### src/rtl/cat_recognizer_pkg.sv
// Shared types and constants for the cat recognizer: sequencer state encoding
// and the default image size in memory words.
package cat_recognizer_pkg;

   typedef enum logic [2:0] {
      ST_IDLE    = 3'd0,
      ST_FETCH   = 3'd1,
      ST_DRAIN   = 3'd2,
      ST_RESULT  = 3'd3,
      ST_CAPTURE = 3'd4,
      ST_DONE    = 3'd5,
      ST_FLUSH   = 3'd6
   } seq_state_e;

   // 64x64 RGB image, three 8-bit pixels per memory word.
   localparam int NUM_WORDS_DEFAULT = 4096;

endpackage

### src/rtl/seq_addr_counter.sv
// Word address counter for the pixel/weight ROMs; saturates at NUM_WORDS-1
// and flags the last word so the sequencer can leave FETCH.
module seq_addr_counter #(
   parameter int Addr_Depth = 12,
   parameter int NUM_WORDS  = 4096
) (
   input  logic                  clock,
   input  logic                  reset,
   input  logic                  clear,
   input  logic                  inc,
   output logic [Addr_Depth-1:0] addr,
   output logic                  last
);

   localparam logic [Addr_Depth-1:0] LAST_ADDR = Addr_Depth'(NUM_WORDS - 1);

   logic [Addr_Depth-1:0] addr_q;
   logic [Addr_Depth-1:0] addr_d;

   always_ff @(posedge clock or negedge reset) begin
      if (!reset) begin
         addr_q <= '0;
      end else begin
         addr_q <= addr_d;
      end
   end

   always_comb begin
      addr_d = addr_q;
      if (clear) begin
         addr_d = '0;
      end else if (inc && !last) begin
         addr_d = addr_q + 1'b1;
      end
   end

   assign last = (addr_q == LAST_ADDR);
   assign addr = addr_q;

endmodule

### src/rtl/neuron_sequencer.sv
// Drives one NeuronCalculator through a full image: address/read strobes,
// enable, get_result and classification capture. Optional NEURON_SEQ_PERF_EN
// adds a 32-bit busy-cycle counter output.
module neuron_sequencer
   import cat_recognizer_pkg::*;
#(
   parameter int DATA_WIDTH       = 24,
   parameter int Addr_Depth       = 12,
   parameter int Weight_Percision = 5,
   parameter int NUM_WORDS        = NUM_WORDS_DEFAULT
) (
   input  logic                  clock,
   input  logic                  reset,
   input  logic                  start,
   input  logic                  abort,
   output logic [Addr_Depth-1:0] mem_addr,
   output logic                  mem_rd_en,
   output logic                  neuron_enable,
   output logic                  neuron_get_result,
   input  logic                  neuron_out1,
   output logic                  busy,
   output logic                  done,
   output logic                  result,
   output logic                  result_valid,
   output seq_state_e            dbg_state
`ifdef NEURON_SEQ_PERF_EN
   ,
   output logic [31:0]           cycle_count
`endif
);

   if (NUM_WORDS < 1 || NUM_WORDS > (1 << Addr_Depth) ||
       DATA_WIDTH % 3 != 0 || Weight_Percision < 1) begin : g_bad_cfg
      $error("neuron_sequencer: inconsistent sizing parameters");
   end

   seq_state_e state_q, state_d;
   logic       enable_q, enable_d;
   logic       result_q, result_d;
   logic       valid_q, valid_d;
   logic       accept;
   logic       start_accept;
   logic       capture_en;
   logic       addr_last;

   assign accept = start && !abort;

   always_ff @(posedge clock or negedge reset) begin
      if (!reset) begin
         state_q <= ST_IDLE;
      end else begin
         state_q <= state_d;
      end
   end

   always_comb begin
      state_d = state_q;
      unique case (state_q)
         ST_IDLE:    if (accept) state_d = ST_FETCH;
         ST_FETCH:   if (abort) state_d = ST_FLUSH;
                     else if (addr_last) state_d = ST_DRAIN;
         ST_DRAIN:   state_d = abort ? ST_FLUSH : ST_RESULT;
         // The accumulator is cleared on the RESULT edge, so no flush is needed.
         ST_RESULT:  state_d = abort ? ST_IDLE : ST_CAPTURE;
         ST_CAPTURE: state_d = ST_DONE;
         ST_DONE:    state_d = accept ? ST_FETCH : ST_IDLE;
         ST_FLUSH:   state_d = ST_IDLE;
         default:    state_d = ST_IDLE;
      endcase
   end

   always_comb begin
      mem_rd_en         = (state_q == ST_FETCH);
      neuron_get_result = (state_q == ST_RESULT) || (state_q == ST_FLUSH);
      busy              = (state_q == ST_FETCH) || (state_q == ST_DRAIN) ||
                          (state_q == ST_RESULT) || (state_q == ST_CAPTURE);
      done              = (state_q == ST_DONE);
      capture_en        = (state_q == ST_CAPTURE);
      start_accept      = accept && ((state_q == ST_IDLE) || (state_q == ST_DONE));
   end

   always_comb begin
      // ROM data lags the read strobe by one cycle; an abort kills the pending word.
      enable_d = mem_rd_en && !abort;
      result_d = capture_en ? neuron_out1 : result_q;
      valid_d  = valid_q;
      if (start_accept || state_q == ST_FLUSH) begin
         valid_d = 1'b0;
      end else if (capture_en) begin
         valid_d = 1'b1;
      end
   end

   always_ff @(posedge clock or negedge reset) begin
      if (!reset) begin
         enable_q <= 1'b0;
         result_q <= 1'b0;
         valid_q  <= 1'b0;
      end else begin
         enable_q <= enable_d;
         result_q <= result_d;
         valid_q  <= valid_d;
      end
   end

   seq_addr_counter #(
      .Addr_Depth (Addr_Depth),
      .NUM_WORDS  (NUM_WORDS)
   ) u_addr (
      .clock (clock),
      .reset (reset),
      .clear (start_accept),
      .inc   (mem_rd_en),
      .addr  (mem_addr),
      .last  (addr_last)
   );

   assign neuron_enable = enable_q;
   assign result        = result_q;
   assign result_valid  = valid_q;
   assign dbg_state     = state_q;

`ifdef NEURON_SEQ_PERF_EN
   logic [31:0] cycle_q, cycle_d;

   always_comb begin
      cycle_d = cycle_q;
      if (start_accept) begin
         cycle_d = '0;
      end else if (busy) begin
         cycle_d = cycle_q + 32'd1;
      end
   end

   always_ff @(posedge clock or negedge reset) begin
      if (!reset) begin
         cycle_q <= '0;
      end else begin
         cycle_q <= cycle_d;
      end
   end

   assign cycle_count = cycle_q;
`endif

endmodule

### config.mk
export PLATFORM = sky130hd
export DESIGN_NAME = neuron_sequencer
export DESIGN_NICKNAME = d
export VERILOG_FILES = /design/src/rtl/cat_recognizer_pkg.sv /design/src/rtl/seq_addr_counter.sv /design/src/rtl/neuron_sequencer.sv
export SDC_FILE = /design/constraint.sdc
export NUM_CORES = 1
export LEC_CHECK = 0
export CORE_AREA = 2 2 52 54
export DETAILED_ROUTE_END_ITERATION = 7
export DIE_AREA = 0 0 54 56
export PLACE_DENSITY = 0.74
export SYNTH_ARGS = -nofsm -noshare
export SYNTH_HDL_FRONTEND = slang
export SYNTH_HIERARCHICAL = 1
export SYNTH_SLANG_ARGS = --single-unit
### constraint.sdc
create_clock -name clock -period 1.9 [get_ports clock]
set_input_delay 0.475 -clock clock [delete_from_list [all_inputs] [get_ports clock]]
set_output_delay 0.475 -clock clock [all_outputs]
set_load 0.03 [all_outputs]
==> metrics.cfg, run 1 <==
[critical_path]
path_max_fanout = 4
rr_worst_depth = 6
end_kind = output port
worstSetupPathType = flip-flop to output port
crit_buf_inv = 1
slowest_stage = clkdlybuf4s50_1
cp.required_ns = 1.42
max_stage_delay_ns = 0.68
start_kind = flip-flop
cp_top_family = buffers and inverters
ff2ff_setup_slack_ns = 0.06
rr_startpoint = dbg_state[1]
r2r_end = u_addr/addr[9]
crit_arrival_ns = 1.37
path_cells = clkdlybuf4s50_1

[sta]
rsz0062_at_grt = true
fmax_ghz = 0.543
fin_crit_sh_pct = 97.0
setup_violations = 0
worst_pin_slew_ns = 0.430
slew_viol_final = 0
relSlewSlack_pct = 71.0
fin_skew_ns = 0.0114
fin_setup_tns_ns = 0
hold_violations = 0
worst_hold_slack_ns = 0.495
final.min_clock_period_ns = 1.84

[global_routing]
globalRoute.totalOverflow = 0
grt_pass1_vias = 894
antenna_found_initial = 0
grt_max_degree = 19
grt_pass1_wl_um = 4180
track_usage_pct = 18.5

[logic_synthesis]
syn_area_per_cell_um2 = 9.48
syn-cell-area_mm2 = 0.00102
async_reset_ff_share_pct = 100
synth_flop_cell = dfrtp_1
synth_top_area_share_pct = 44.0
yosys.area.top_type = dfrtp_1
ys_types = 37
synth_nets = 114
seq_area_frac_synth_pct = 44.0
netlist_instances = 108
synth.area.top_cells = dfrtp_1, o21ai_0, nor2_1
yosys_warnings = 6
synth_edf_count = 0
ys_seq_elements = 18

[placed_design]
port_buffers = 26
gp_congestion = 0.820
dp_hpwl_um = 1860

[power_and_ir_drop]
power.density_mw_per_mm2 = 1400
leakage_uw = 0.000662
ir_drop_mv = 1.11

[clock_network]
clockBufferDepth = 2
numCtsBuffers = 3
cts_sinks = 18
insertion_delay_ns = 0.30
clk_pin_slew_ns = 0.10
ctsHtreeMaxLevel = 1
tritoncts = done
cts-root-buf = clkbuf_4

[floorplan]
rows = 18
dieWidth_um = 54
pin_count = 27
fp.dieArea_mm2 = 0.00302
start_util_pct = 42.1
die_h_um = 56
coreArea_mm2 = 0.00243

[finish]
fillers = 202
drive_gt1_share_pct = 27.5
antennaDiodeCount = 0
fin_nets = 156
area_growth_pct = 44.5

[drt]
vias_per_cell = 5.39
drt_pass1_iterations = 5
ant_nets = 0
avgRoutedWirePerCell_um = 14.1
routed_wl_um = 2530
vias = 964
remaining_drc_errors = 0
drt_iter0_markers = 17

[job]
maxCapViolCount = 0

[run_status]
status = completed

[hold_path]
hp-class = primary input to asynchronous set/reset pin

-- registers in the layout, summed over array words and instances, names as in the netlist --
name	cells
neuron_enable	1
result_valid	1
u_addr/addr	12
result	1
dbg_state	3
-- worst max path at each step --
stage,start,end,depth (start not counted)
after floorplan,dbg_state[1],u_addr/addr[7],7
after global placement,start,u_addr/addr[9],6
after detailed placement,start,u_addr/addr[9],6
after CTS,u_addr/addr[6],mem_addr[6],1
after global routing,dbg_state[1],mem_rd_en,4
final,u_addr/addr[10],mem_addr[10],1
-- synth_stat cells (2+ instances only) --
| master | number |
|---|---|
| dfrtp_1 | 18 |
| nor2_1 | 10 |
| o21ai_0 | 9 |
| nand2_1 | 8 |
| a21oi_1 | 5 |
| inv_1 | 5 |
| nand3_1 | 5 |
| nor3_1 | 4 |
| nor4_1 | 3 |
| o311ai_0 | 3 |
| o41ai_1 | 3 |
| or3_1 | 3 |
| xor2_1 | 3 |
| and2_1 | 2 |
| buf_2 | 2 |
| clkbuf_1 | 2 |
| mux2i_1 | 2 |
| nand4_1 | 2 |
-- kinds of logic after synthesis --
group	after synthesis	synth area share, %
adders and majority gates	1	1.22
buffers and inverters	9	3.55
DFF	18	44.0
and+or+nand+nor	47	27.0
muxes	3	3.06
xor gates and xnor gates	4	3.42
AOI/OAI and AO/OA	26	17.7
-- per-stage QoR --
step / total power, uW / instance area [um^2] / util [%] / cells / setup WS, ns
2_1_floorplan: 1350 / 1050 / - / 108 / -0.279
3_3_place_gp: 1800 / 1410 / 57.8 / 172 / 0.00542
5_1_grt: 2220 / 1480 / 60.8 / 179 / -0.00268
6_report: 2080 / 1480 / 60.8 / 179 / 0.0572
3_5_place_dp: 1830 / 1410 / 57.8 / 172 / -0.118
4_1_cts: 2030 / 1440 / 59.2 / 178 / 0.0146
-- metal layers --
layer  vias to the layer above  wire, um  global-route usage [%]
met3                         2        96                    4.03
met5                         -         0                       0
li1                        482         -                       -
met1                       454      1190                    26.4
met2                        26      1220                    27.2
met4                         0        21                    6.43
-- power by group --
part	internal (uW)	switching [uW]
Combinational	553	762
Sequential	490	79.6
Clock	81.7	112
Total	1120	954
-- layout by cell type, fill, tap and decap left out, types with 2 or more instances in the layout --
cell,netlist,layout
mux2i_1,2,2
nand4_1,2,2
nor2_4,0,2
or3_1,3,3
clkbuf_4,0,3
o41ai_2,1,2
dfrtp_2,0,3
nand2_1,8,7
a21oi_1,5,5
o41ai_1,3,2
and2_1,2,2
dfrtp_1,18,15
buf_4,0,16
o311ai_0,3,2
nor4_1,3,2
nor4_2,1,2
nor2_1,10,8
o21ai_0,9,9
dlygate4sd2_1,0,12
nand3_1,5,4
nor3_1,4,4
buf_6,0,3
xor2_1,3,2
inv_1,5,5
clkdlybuf4s50_1,0,9
-- final cells by class --
class / count / area, um^2 / share of cell area (%)
Clock buffer: 4 / 26.3 / 1.78
Sequential cell: 18 / 454 / 30.7
Timing Repair Buffer: 41 / 362 / 24.5
Tap cell: 30 / 37.5 / 2.54
Multi-Input combinational cell: 81 / 581 / 39.3
Inverter: 5 / 18.8 / 1.27
-- repair_timing --
item	in CTS	in global routing
gates resized for setup	15	7
endpoints found under the setup margin	16	8
buffers inserted	2	1
pin swaps	0	1
hold buffers	0	0
Note: power is estimated with default switching activity, not from simulation.
==> run 2, diff against run 1 <==
--- a/config.mk
+++ b/config.mk
@@ -5,10 +5,10 @@
 export SDC_FILE = /design/constraint.sdc
 export NUM_CORES = 1
 export LEC_CHECK = 0
-export CORE_AREA = 2 2 52 54
+export CORE_AREA = 2 2 50 52
 export DETAILED_ROUTE_END_ITERATION = 7
-export DIE_AREA = 0 0 54 56
-export PLACE_DENSITY = 0.74
+export DIE_AREA = 0 0 52 54
+export PLACE_DENSITY = 0.76
 export SYNTH_ARGS = -nofsm -noshare
 export SYNTH_HDL_FRONTEND = slang
 export SYNTH_HIERARCHICAL = 1
==> constraint.sdc (replaced) <==
create_clock -name clock -period 1.7 [get_ports clock]
set_input_delay 0.425 -clock clock [delete_from_list [all_inputs] [get_ports clock]]
set_output_delay 0.425 -clock clock [all_outputs]
set_load 0.03 [all_outputs]
==> run 2 against run 1 <==
Net effect: highest routed layer unchanged; die area decreased by 7.1%; wire length is 48% higher; the flow now finishes with violations (setup timing); final cell count up 11%; largest cell class unchanged; hold slack worse by 0.054 ns; non-clock buffer count rose by 19.
==> metrics.cfg, run 2 (synthesis results as in run 1) <==
[clock_network]
cts-root-buf = clkbuf_4
cts_hold_buf = 0
clk_pin_slew_ns = 0.11
cts_sinks = 18
ctsHtreeMaxLevel = 1
insertion_delay_ns = 0.30
tritoncts = done
clockBufferDepth = 2
numCtsBuffers = 3

[drt]
drt_pass1_iterations = 4
remaining_drc_errors = 0
vias = 1181
ant_nets = 0
drt_iter0_markers = 50
avgRoutedWirePerCell_um = 18.9
vias_per_cell = 5.96
routed_wl_um = 3740

[global_routing]
grt_max_degree = 19
track_usage_pct = 22.6
globalRoute.totalOverflow = 0
antenna_found_initial = 0
grt_pass1_vias = 1038
grt_pass1_wl_um = 4660

[critical_path]
cp.required_ns = 1.86
start_kind = flip-flop
rr_worst_depth = 6
path_cells = or2b_1 > nor2_4 > nand3_2 > or3_4 > o311ai_1 > o41ai_1
path_max_fanout = 4
end_kind = flip-flop
cp_top_family = simple AND/OR/NAND/NOR gates
crit_buf_inv = 0
max_stage_delay_ns = 0.41
r2r_end = u_addr/addr[9]
crit_arrival_ns = 2.09
path_depth = 6
ff2ff_setup_slack_ns = -0.22
slowest_stage = dfrtp_2
rr_startpoint = dbg_state[1]
worstSetupPathType = flip-flop to flip-flop

[floorplan]
dieWidth_um = 52
coreArea_mm2 = 0.00232
die_h_um = 54
rows = 18
pin_count = 27
start_util_pct = 44.1
fp.dieArea_mm2 = 0.00281

[finish]
layout_commonest_cell = buf_4
largest_reg_flops = 12
fin_nets = 175
mostFrequentLayoutCells = buf_4, dlygate4sd2_1, dfrtp_1, buf_6
fillers = 151
antennaDiodeCount = 0
drive_gt1_share_pct = 47.0
fin_util_pct = 76.4
area_growth_pct = 73.2

[power_and_ir_drop]
p_comb_share_pct = 67.3
power.total_uw = 2890
switching_share_pct = 45.6
ir_drop_mv = 1.34
power.density_mw_per_mm2 = 1630
power_switching_uw = 1320
clock_power_share_pct = 9.5
power.internal_uw = 1570
leakage_uw = 0.000837
pwr-share-seq_pct = 23.3

[run_status]
violations = setup timing
status = complete, but fails checks

[sta]
fin_crit_sh_pct = 113
hold_violations = 0
fmax_ghz = 0.520
worst_pin_slew_ns = 0.461
final.min_clock_period_ns = 1.92
setup_violations = 9
relSlewSlack_pct = 68.9
slew_viol_final = 0
rsz0062_at_grt = true
worst_slack_ns = -0.225
fin_skew_ns = 0.00308

[hold_path]
hp-class = primary input to asynchronous set/reset pin

[placed_design]
port_buffers = 26
gp_congestion = 0.834
dp_hpwl_um = 2070

[job]
maxCapViolCount = 0

==> run 2: routing by layer <==
layer / up-vias / global-route usage [%] / part of all wire [%]
li1: 518 / - / -
met1: 575 / 29.2 / 41
met2: 72 / 37.1 / 52
met3: 16 / 3.06 / 5.3
met4: 0 / 11.0 / 2.6
met5: - / 0 / 0
==> run 2: worst max-delay path by stage <==
stage                     endpoint    startpoint
floorplan           u_addr/addr[7]  dbg_state[1]
global placement    u_addr/addr[4]         start
detailed placement  u_addr/addr[4]         start
CTS                      mem_rd_en  dbg_state[1]
global route        u_addr/addr[9]  dbg_state[1]
finish              u_addr/addr[9]  dbg_state[1]
==> run 2: layout make-up <==
cell class,instances,area (um^2),share of cell area [%]
sequential,18,459,25.9
multi-input combinational,81,694,39.2
inverter,5,22.5,1.27
timing repair buffer,60,523,29.5
tap,30,37.5,2.12
clock buffer,4,36.3,2.05
==> run 2: timing repair <==
| action | in CTS | in global routing |
|---|---|---|
| resized for setup | 28 | 33 |
| setup endpoints to repair | 25 | 18 |
| setup buffers | 4 | 7 |
| pin swaps | 7 | 7 |
==> run 2: power groups by stage <==
stage	Clock [uW]	Combinational, uW	Sequential (uW)
global placement	0	1450	657
finish	275	1950	673
floorplan	0	613	899
CTS	278	1530	663
global route	288	2040	687
detailed placement	0	1470	670
==> run 2: worst register-to-register path, delay by kind of cell (launching register included) <==
family | cells | cell delay [ns]
flops | 1 | 0.41
simple gates | 4 | 0.88
compound gates | 2 | 0.49
==> run 2: through the flow <==
stage / instances / hold WS, ns / setup TNS [ns] / cell area [um^2] / setup WS, ns
3_5_place_dp: 183 / 0.518 / -0.925 / 1500 / -0.194
6_report: 198 / 0.441 / -1.14 / 1770 / -0.225
5_1_grt: 198 / 0.464 / -1.88 / 1770 / -0.263
2_1_floorplan: 108 / 0.129 / -2.78 / 1060 / -0.470
3_3_place_gp: 183 / 0.488 / -0.182 / 1500 / -0.0802
4_1_cts: 191 / 0.443 / -0.628 / 1590 / -0.132
==> run 3, diff against run 2 <==
--- a/config.mk
+++ b/config.mk
@@ -9,6 +9,7 @@
 export DETAILED_ROUTE_END_ITERATION = 7
 export DIE_AREA = 0 0 52 54
 export PLACE_DENSITY = 0.76
+export SKIP_LAST_GASP = 1
 export SYNTH_ARGS = -nofsm -noshare
 export SYNTH_HDL_FRONTEND = slang
 export SYNTH_HIERARCHICAL = 1
==> run 3 against run 2 <==
Net effect: the flow still finishes with violations (setup timing); non-clock buffer count is 2 higher; register-to-register slack better by 0.06 ns; setup slack better by 0.060 ns; final cell count grew 1.0%; power fell by 1.5%; critical path type unchanged.
==> metrics.cfg, run 3 (synthesis results as in run 1) <==
[finish]
drive_gt1_share_pct = 46.5
area_growth_pct = 72.6
mostFrequentLayoutCells = buf_4, dlygate4sd2_1, dfrtp_1, nor2_1, buf_6
fin_util_pct = 76.2
antennaDiodeCount = 0
layout_commonest_cell = buf_4
fin_nets = 177
fillers = 155
final_cell_area_mm2 = 0.00177
largest_reg_flops = 12

[floorplan]
start_util_pct = 44.1
die_h_um = 54
coreArea_mm2 = 0.00232
pin_count = 27
dieWidth_um = 52
rows = 18
fp.dieArea_mm2 = 0.00281

[critical_path]
worstSetupPathType = flip-flop to flip-flop
crit_arrival_ns = 2.04
start_kind = flip-flop
path_max_fanout = 4
cp.required_ns = 1.87
end_kind = flip-flop

[global_routing]
track_usage_pct = 22.5
globalRoute.totalOverflow = 0
grt_pass1_wl_um = 4630
grt_pass1_vias = 1025
antenna_found_initial = 0
grt_max_degree = 19

[power_and_ir_drop]
switching_share_pct = 44.7
power.internal_uw = 1580
p_comb_share_pct = 67.0
clock_power_share_pct = 9.6
ir_drop_mv = 1.41
leakage_uw = 0.000844
power_switching_uw = 1280
pwr-share-seq_pct = 23.4
power.total_uw = 2850
power.density_mw_per_mm2 = 1610

[job]
maxCapViolCount = 0

[clock_network]
cts_sinks = 18
numCtsBuffers = 3
clockBufferDepth = 2
insertion_delay_ns = 0.30
clk_pin_slew_ns = 0.11
cts-root-buf = clkbuf_4
tritoncts = done
ctsHtreeMaxLevel = 1

[drt]
routed_wl_um = 3450
remaining_drc_errors = 0
vias = 1150
ant_nets = 0
avgRoutedWirePerCell_um = 17.2
drt_pass1_iterations = 4
drt_iter0_markers = 36
vias_per_cell = 5.75

[sta]
final.min_clock_period_ns = 1.86
fin_skew_ns = 0.00123
hold_violations = 0
worst_pin_slew_ns = 0.324
relSlewSlack_pct = 78.1
fmax_ghz = 0.536
worst_slack_ns = -0.165
setup_violations = 10
worst_hold_slack_ns = 0.460
fin_crit_sh_pct = 110
slew_viol_final = 0
rsz0062_at_grt = true

[placed_design]
port_buffers = 26
gp_congestion = 0.834
dp_hpwl_um = 2070
placed_area_mm2 = 0.00150
dpl_worst_slack_ns = -0.194

[hold_path]
hp-class = primary input to asynchronous set/reset pin

[run_status]
violations = setup timing
status = complete, but fails checks

[run 3: routing by layer]
layer	global-route usage, %	wire, um	part of all wire, %
met2	36.9	1740	50
met4	10.5	40	1.2
met1	29.7	1500	44
met3	2.22	166	4.8
met5	0	0	0
[run 3: power groups by stage]
stage | sequential, uW | clock, uW | combinational [uW]
floorplan | 899 | 0 | 613
global placement | 657 | 0 | 1450
detailed placement | 670 | 0 | 1470
CTS | 660 | 278 | 1520
global route | 684 | 291 | 2020
finish | 668 | 274 | 1910
[run 3: repair_timing]
action | in CTS | in global routing
endpoints found under the setup margin | 25 | 17
setup buffers | 4 | 9
gates resized for setup | 26 | 29
pin swaps | 5 | 11
hold buffers | 0 | 0
[run 3: worst paths after layout]
kind                               from        endpoint  slack, ns  cells past startpoint
setup reg to reg           dbg_state[1]  u_addr/addr[9]      -0.16                      6
min in group clock               result          result       0.53                      1
hold reg to reg                  result          result       0.53                      1
hold / removal                    reset          result       0.46                      2
setup / recovery           dbg_state[1]  u_addr/addr[9]      -0.16                      6
max in group asynchronous         reset  u_addr/addr[3]       1.03                      2
[run 3: layout make-up]
class | instances | area (um^2) | area share (%)
Clock buffer | 4 | 36.3 | 2.05
Inverter | 5 | 22.5 | 1.27
Multi-Input combinational cell | 81 | 682 | 38.6
Sequential cell | 18 | 458 | 25.9
Tap cell | 30 | 37.5 | 2.12
Timing Repair Buffer | 62 | 531 | 30.0
[run 3: worst max-delay path: stages (launching register included)]
cell and delay [ns]:
dfrtp_2 0.42, or2b_1 0.27, nor2_4 0.12, nand3_2 0.10
or3_4 0.40, o311ai_1 0.28, o41ai_1 0.14
[run 3: stage by stage]
step           std cells  setup TNS [ns]
4_1_cts              191          -0.691
3_3_place_gp         183          -0.182
2_1_floorplan        108           -2.78
6_report             200           -1.01
3_5_place_dp         183          -0.925
5_1_grt              200           -1.87
